[src/rtl/if_fetch_buffer.sv]
// if_fetch_buffer: instruction fetch front end with a small instruction queue.
// Issues one memory read at a time from the PC register value and steers that
// register through next_pc/pc_freeze. Responses are queued towards IF/ID.
// A branch redirect flushes the queue and drops any response still in flight.
// Optional build macro IF_BYPASS_EN: a response arriving while the queue is
// empty and IF/ID is not frozen goes straight to out_* in the same cycle and
// is not stored.
module if_fetch_buffer #(
    parameter int unsigned DEPTH    = 2,
    parameter logic [31:0] RESET_PC = 32'h0000_0000
) (
    input  logic        clk,
    input  logic        reset,
    input  logic [31:0] pc,
    output logic [31:0] next_pc,
    output logic        pc_freeze,
    input  logic        branch_taken,
    input  logic [31:0] branch_addr,
    output logic        imem_req,
    output logic [31:0] imem_addr,
    input  logic        imem_ready,
    input  logic        imem_rvalid,
    input  logic [31:0] imem_rdata,
    input  logic        freeze,
    output logic        out_valid,
    output logic [31:0] out_instr,
    output logic [31:0] out_pc4
);

    localparam int unsigned PTR_W = (DEPTH > 1) ? $clog2(DEPTH) : 1;
    localparam int unsigned CNT_W = PTR_W + 1;
    localparam logic [CNT_W-1:0] DEPTH_CNT = CNT_W'(DEPTH);

    typedef enum logic [1:0] {
        IDLE = 2'd0,
        REQ  = 2'd1,
        WAIT = 2'd2
    } state_t;

    state_t           state_reg, state_next;
    logic             discard_reg, discard_next;
    logic [31:0]      fetch_addr_reg;
    logic [PTR_W-1:0] rd_ptr_reg, wr_ptr_reg;
    logic [CNT_W-1:0] count_reg, count_next;

    logic [31:0] instr_mem [DEPTH];
    logic [31:0] pc4_mem   [DEPTH];

    logic        accept;
    logic        resp_live;
    logic        bypass;
    logic        push;
    logic        pop;
    logic [31:0] resp_pc4;

    // A request is withdrawn while a redirect is in progress so that no
    // stale-address fetch can be accepted in the redirect cycle.
    assign imem_req  = (state_reg == REQ) && !branch_taken;
    assign imem_addr = imem_req ? pc : 32'h0;
    assign accept    = imem_req && imem_ready;

    // A response is only kept when it belongs to a live (non-discarded)
    // request and no redirect flushes it in the same cycle.
    assign resp_live = (state_reg == WAIT) && imem_rvalid && !discard_reg && !branch_taken;
    assign resp_pc4  = fetch_addr_reg + 32'd4;

`ifdef IF_BYPASS_EN
    assign bypass = resp_live && (count_reg == '0) && !freeze;
`else
    assign bypass = 1'b0;
`endif

    assign push = resp_live && !bypass;
    assign pop  = (count_reg != '0) && !freeze && !branch_taken;

    // Occupancy after this edge; a redirect empties the queue outright.
    always_comb begin
        count_next = count_reg;
        if (branch_taken) begin
            count_next = '0;
        end else begin
            count_next = count_reg + CNT_W'(push) - CNT_W'(pop);
        end
    end

    // Fetch FSM: next state and discard bookkeeping.
    always_comb begin
        state_next   = state_reg;
        discard_next = discard_reg;
        if (discard_reg && imem_rvalid) begin
            discard_next = 1'b0;
        end
        case (state_reg)
            IDLE: begin
                if (!branch_taken && !discard_reg && (count_reg < DEPTH_CNT)) begin
                    state_next = REQ;
                end
            end
            REQ: begin
                if (branch_taken) begin
                    state_next = IDLE;
                end else if (accept) begin
                    state_next = WAIT;
                end
            end
            WAIT: begin
                if (branch_taken) begin
                    state_next = IDLE;
                    if (!imem_rvalid) begin
                        discard_next = 1'b1;
                    end
                end else if (imem_rvalid) begin
                    state_next = (count_next < DEPTH_CNT) ? REQ : IDLE;
                end
            end
            default: state_next = IDLE;
        endcase
    end

    // PC register steering: advance on acceptance, jump on redirect, hold otherwise.
    always_comb begin
        next_pc   = pc;
        pc_freeze = 1'b1;
        if (reset) begin
            next_pc = RESET_PC;
        end else if (branch_taken) begin
            next_pc   = branch_addr;
            pc_freeze = 1'b0;
        end else if (accept) begin
            next_pc   = pc + 32'd4;
            pc_freeze = 1'b0;
        end
    end

    // Control state, queue pointers and the address of the outstanding fetch.
    always_ff @(posedge clk or posedge reset) begin
        if (reset) begin
            state_reg      <= IDLE;
            discard_reg    <= 1'b0;
            count_reg      <= '0;
            rd_ptr_reg     <= '0;
            wr_ptr_reg     <= '0;
            fetch_addr_reg <= 32'h0;
        end else begin
            state_reg   <= state_next;
            discard_reg <= discard_next;
            count_reg   <= count_next;
            if (branch_taken) begin
                rd_ptr_reg <= '0;
                wr_ptr_reg <= '0;
            end else begin
                if (push) begin
                    wr_ptr_reg <= wr_ptr_reg + PTR_W'(1);
                end
                if (pop) begin
                    rd_ptr_reg <= rd_ptr_reg + PTR_W'(1);
                end
            end
            if (accept) begin
                fetch_addr_reg <= pc;
            end
        end
    end

    // Queue storage; contents need no reset because occupancy gates the outputs.
    always_ff @(posedge clk) begin
        if (push) begin
            instr_mem[wr_ptr_reg] <= imem_rdata;
            pc4_mem[wr_ptr_reg]   <= resp_pc4;
        end
    end

    // Head of queue (or bypassed response) towards IF/ID; zero when nothing valid.
    always_comb begin
        out_valid = 1'b0;
        out_instr = 32'h0;
        out_pc4   = 32'h0;
        if (count_reg != '0) begin
            out_valid = 1'b1;
            out_instr = instr_mem[rd_ptr_reg];
            out_pc4   = pc4_mem[rd_ptr_reg];
        end else if (bypass) begin
            out_valid = 1'b1;
            out_instr = imem_rdata;
            out_pc4   = resp_pc4;
        end
    end

endmodule

[config.mk]
export PLATFORM = sky130hd
export DESIGN_NAME = if_fetch_buffer
export DESIGN_NICKNAME = d
export VERILOG_FILES = /design/src/rtl/if_fetch_buffer.sv
export SDC_FILE = /design/constraint.sdc
export NUM_CORES = 1
export LEC_CHECK = 0
export ABC_CLOCK_PERIOD_IN_PS = 8900
export BUFFER_PORTS_ARGS = -buffer_cell sky130_fd_sc_hd__buf_2
export CORE_MARGIN = 1
export CORE_UTILIZATION = 57
export CTS_CLUSTER_SIZE = 30
export DETAILED_ROUTE_END_ITERATION = 12
export PLACE_DENSITY = 0.92
export SETUP_SLACK_MARGIN = 0.05
export SYNTH_ARGS = -nofsm -noshare
export SYNTH_HDL_FRONTEND = slang
export SYNTH_SLANG_ARGS = --single-unit
[constraint.sdc]
create_clock -name clk -period 8.9 [get_ports clk]
set_clock_uncertainty 0.2 [all_clocks]
set_input_delay 1.78 -clock clk [delete_from_list [all_inputs] [get_ports clk]]
set_output_delay 1.78 -clock clk [all_outputs]
set_load 0.02 [all_outputs]
Yosys cells after proc, flatten, opt, wreduce, memory -nomap -nowiden
Memory sizes are Yosys's and may differ from the RTL's.
Index checks and enable logic that the tools add are counted.
Storage, ports and cells
  register bits after elaboration: 39
  memories kept: 2
  RAM bits: 128
  logic and storage cells: 67
  input bits: 102
Operators by class
  mux-type cells: 28
  reductions and logical operators: 18
  order comparisons: 2
  add/sub/neg operators: 6
  equality and inequality tests: 5
Memory list
  instr_mem: words 2, width 32, read ports 1, clocked after memory_dff 0, wr ports 1, line 46  | logic [31:0] instr_mem [DEPTH];
  pc4_mem: words 2, width 32, read ports 1, clocked after memory_dff 0, wr ports 1, line 47  | logic [31:0] pc4_mem [DEPTH];
Operators with widths (count)
  $mux 32: 6
  $add 32x3->32 const B: 2
  $mux 1: 15
  $mux 2: 6
  $logic_and 1x1->1: 10
  $ne 3x3->1 const B: 2
  $pmux 2 s3: 1
  $reduce_bool 2->1: 3
  $lt 2x2->1 const B: 2
  $logic_not 1->1: 3
  $reduce_and 3->1: 1
  $add 1x1->1 const B: 2
  $add 2x1->2: 1
  $eq 2x1->1 const B: 1
  $eq 2x2->1 const B: 1
  $logic_not 2->1: 1
  $ne 2x2->1 const B: 1
  $sub 2x1->2: 1

Logic depth before layout (Yosys ltp)
  depth after elaboration: 12
  depth in mapped cells: 12

Least setup slack after synthesis
OpenSTA, ideal clock, no wires.
  path type: in2reg
  from: input branch_taken
  to: memory instr_mem[0][0] (enable)
  stages on the path: 6
  buffers on the path: 3
  data arrival time: 5281 ps
  path slack: 2933 ps
  setup time: 486 ps
  cells stage by stage: buf_6 inv_1 clkbuf_1 clkbuf_1 nand2_1 nor2_1
Between the ends
  longest elaborated chain between the ends: 4
Ends and longest elaborated chain
  from (decl): line 17  | input logic branch_taken,
  $logic_not 1->1: line 64  | assign resp_live = (state_reg == WAIT) && imem_rvalid && !discard_reg && !branch_taken;
  $logic_and 1x1->1: line 64
  $mux 1: line 167  | if (push) begin
  $mux 1 (implied by the code): line 168  | instr_mem[wr_ptr_reg] <= imem_rdata;
  to (decl): line 46
Every way passes these cells.

Worst setup path after layout
  from: input branch_taken
  to: output next_pc[13]
Between the ends
  longest elaborated chain between the ends: 6
Ends and longest elaborated chain
  $logic_not 1->1: line 58  | assign imem_req = (state_reg == REQ) && !branch_taken;
  $logic_and 1x1->1: line 58
  $logic_and 1x1->1: line 60  | assign accept = imem_req && imem_ready;
  $mux 32: line 129  | end else if (accept) begin
  $mux 32 *: line 126  | end else if (branch_taken) begin
  $mux 32 *: line 124  | if (reset) begin
  to (decl): line 15  | output logic [31:0] next_pc,
Mark *: on every way between the ends. The rest lies on a longest branch, timed or not.

==> metrics.md <==
| Metric | Value |
|---|---|
| Period utilisation layout | `72.5%` |
| Pin count of the biggest net entering global routing | `69` |
| Area grow syn2layout | `22.2%` |
| Fin cells | `1,175` |
| Chip Width | `123 um` |
| Post-Syn Instances | `774` |
| Vias per inst | `5.75` |
| CP Class | `input pin to output pin` |
| Clock latency on the worst-skew pair | `0.41 ns` |
| Maxcap violations | `0` |
| Ports | `233` |
| Post-Synth Simple-Gate Area | `21.8%` |
| Clock buffer depth | `2` |
| Inst Count DP | `1,143` |
| Slew @ Worst Pin | `1.13 ns` |
| Area occupied by registers | `0.00482 mm2` |
| GPL Wtd Cong | `0.912` |
| Largest family of logic cells by synthesized area | `simple AND/OR/NAND/NOR gates` |
| Routed vias | `6,759` |
| CP max FO | `45` |
| DP Wirelength | `13,700 um` |
| CP endpoint kind | `output pin` |
| Syn nets | `880` |
| Synth Flop Type | `edfxtp_1` |
| Achievable Freq | `155 MHz` |
| Initial antenna violation count | `0` |
| Clk slew on worst S/H paths | `0.06 ns` |
| Final WL | `20,000 um` |
| Cell Area, Placed | `0.00966 mm2` |
| Clk Tree Root Cell | `clkbuf_16` |
| Yosys Warn Count | `0` |
| Num CTS Buffers | `17` |
| Status | `complete, no violations` |
| DR DRC count | `0` |
| Post-synthesis register bit count | `167` |
| Post-CTS setup buffer count | `0` |
| Max incr delay on CP | `0.59 ns` |
| Post-synthesis compound-gate area fraction | `5.46%` |
| Cts repair resizes | `0` |
| WL/cell | `17.0 um` |
| Slew HR | `24.6%` |
| Area leader, netlist | `edfxtp_1` |
| Site Rows | `43` |
| Layout cells sized above 1 | `27.9%` |
| Area of the mapped netlist | `0.00839 mm2` |
| RSZ-0062 raised after global routing | `false` |
| Pwr dens | `196 mW/mm2` |
| Top cells by area, synth | `edfxtp_1, dfrtp_1, mux2i_1` |
| Mux contribution to synthesized area | `7.88%` |
| Die height | `123 um` |
| Post-layout min period | `6.46 ns` |
| Syn avg cell area | `10.8 um2` |
| Synth cell types | `48` |
| Sequential share of the synthesized area | `57.5%` |
| Number of flops mapped to enable cells by yosys | `128` |
| H-tree levels | `4` |
| Power after layout | `2.01 mW` |
| Leak | `4.20 nW` |
| Final Setup Violations | `0` |
| Hold-fix buffers, CTS | `0` |
| Starting Density | `59.5%` |
| CTS tree | `done` |
| Full die area | `0.0152 mm2` |
| CP required | `6.92 ns` |
| Slowest-stage cell, CP | `or4_1` |
| Grt ovf | `0` |
| CP dominant cell by count | `buf_2` |
| Critical Path Start Type | `input pin` |
| Hold Vio Cnt, Final | `0` |
| Post-Synth Adder-Cell Area | `0.597%` |
| N_diodes | `0` |
| Ys async rst share | `23.4%` |
| Post-route cell area | `0.0102 mm2` |
| Total track usage | `26.4%` |
| Hold crit path type | `register to register` |
| Top-area cell type share of the netlist area | `45.8%` |
| CTS sink count | `167` |
| Final net count | `1,088` |
| Number of global-route vias before repair | `6,209` |
| Multi-input gate area | `0.00336 mm2` |
| Critical Path AT | `4.48 ns` |
| Core Area | `0.0141 mm2` |
| Port buffer count | `232` |
| Xor/xnor share of the synthesized area | `3.86%` |
| Sum of negative setup slack | `0 ns` |
| TritonRoute pass-1 iters | `5` |
| First-pass GRT wire length | `30,900 um` |
| Worst IR Drop VDD | `144 uV` |
| Filler cells | `1,026` |
| Crit path cell chain | `buf_2 -> nor4bb_4 -> buf_4 -> nand4_1 -> or4_1 -> a311oi_1 -> buf_2` |
| Number of DRC markers in iteration 0 | `602` |
| Slew Limit Fails | `0` |
| Antenna Nets Post-Route | `0` |
[synth_stat cells, drive strengths merged (3+ instances only)]
master,number
a211oi,7
a21oi,4
a311oi,12
a31oi,4
a32oi,3
and2,35
and3,9
and4,10
buf,12
clkbuf,39
dfrtp,39
edfxtp,128
ha,4
inv,10
mux2i,66
nand2,118
nand3,26
nand3b,3
nand4,20
nor2,102
nor3,12
nor4,12
o21ai,15
o31ai,7
or3,8
or4,13
xnor2,22
xor2,15
[layout make-up]
cell class,count,share of cell area (%)
inverters,10,0.366
repair buffers,240,11.9
clock inverters,15,1.56
flip-flops and latches,167,47.1
well taps,180,2.20
multi-input cells,546,32.7
clock buffers,17,4.15
[critical path, delay by kind of cell]
kind,cells,cell delay [ns]
AOI/OAI and AO/OA,1,0.37
buffers and inverters,3,0.93
and+or+nand+nor,3,1.37
[logic make-up (layout without fill, tap and decap cells)]
family | after synthesis | in the layout
adder cells (fa/ha/maj) | 4 | 4
multiplexers | 66 | 66
buffers and inverters | 61 | 282
AND/OR/NAND/NOR | 376 | 376
AO/OA/AOI/OAI | 63 | 63
XOR/XNOR | 37 | 37
flip-flops | 167 | 167
[layer usage]
metal	GRT usage [%]	routed length (um)	up-vias
met5	0	0	-
met4	9.71	312	0
met3	3.83	1630	28
met2	43.8	9680	351
met1	35.5	8360	3154
li1	-	-	3226
[path summary, 6_finish.rpt]
check,slack (ns),to,depth (start not counted),from
max,2.44,next_pc[13],7,branch_taken
min,0.31,pc4_mem[1][0]$_DFFE_PP_,0,fetch_addr_reg[0]$_DFFE_PP0P_
max reg2reg,5.73,state_reg[0]$_DFFE_PP0P_,9,state_reg[1]$_DFFE_PP0P_
min reg2reg,0.31,pc4_mem[1][0]$_DFFE_PP_,0,fetch_addr_reg[0]$_DFFE_PP0P_
max in group asynchronous,6.46,rd_ptr_reg$_DFFE_PP0P_,3,reset
min in group asynchronous,1.63,fetch_addr_reg[20]$_DFFE_PP0P_,3,reset
[power by group]
group	total [mW]	switching, mW	internal (mW)
registers	0.990	0.0713	0.918
clock network	0.719	0.282	0.437
logic	0.296	0.183	0.113
[through the flow]
step	setup WS [ns]	utilization (%)	hold WS (ns)
2_1_floorplan	2.93	-	0.242
3_3_place_gp	2.50	68.6	0.270
3_5_place_dp	2.45	68.6	0.276
4_1_cts	2.45	72.7	0.305
5_1_grt	2.23	72.7	0.311
6_report	2.44	72.7	0.312
[cells in the final DEF, fill, tap and decap left out, types with 3 or more instances in the layout]
cell,count
bufinv_16,3
mux2i_1,66
dfrtp_1,38
ha_1,4
and4_1,10
nor2_1,100
nor3_1,11
buf_2,232
nand3b_1,3
a311oi_1,12
a21oi_1,4
clkinv_2,3
nand4_1,20
clkbuf_16,17
nand2_1,118
clkinv_1,5
or3_1,8
edfxtp_1,128
a32oi_1,3
or4_1,12
clkinvlp_4,3
a211oi_1,7
nor4_1,11
and3_1,8
a31oi_1,4
inv_1,9
xor2_1,15
o31ai_1,7
xnor2_1,22
o21ai_0,15
nand3_1,26
and2_1,34
buf_4,8
Power figures use the tool's default switching activity.
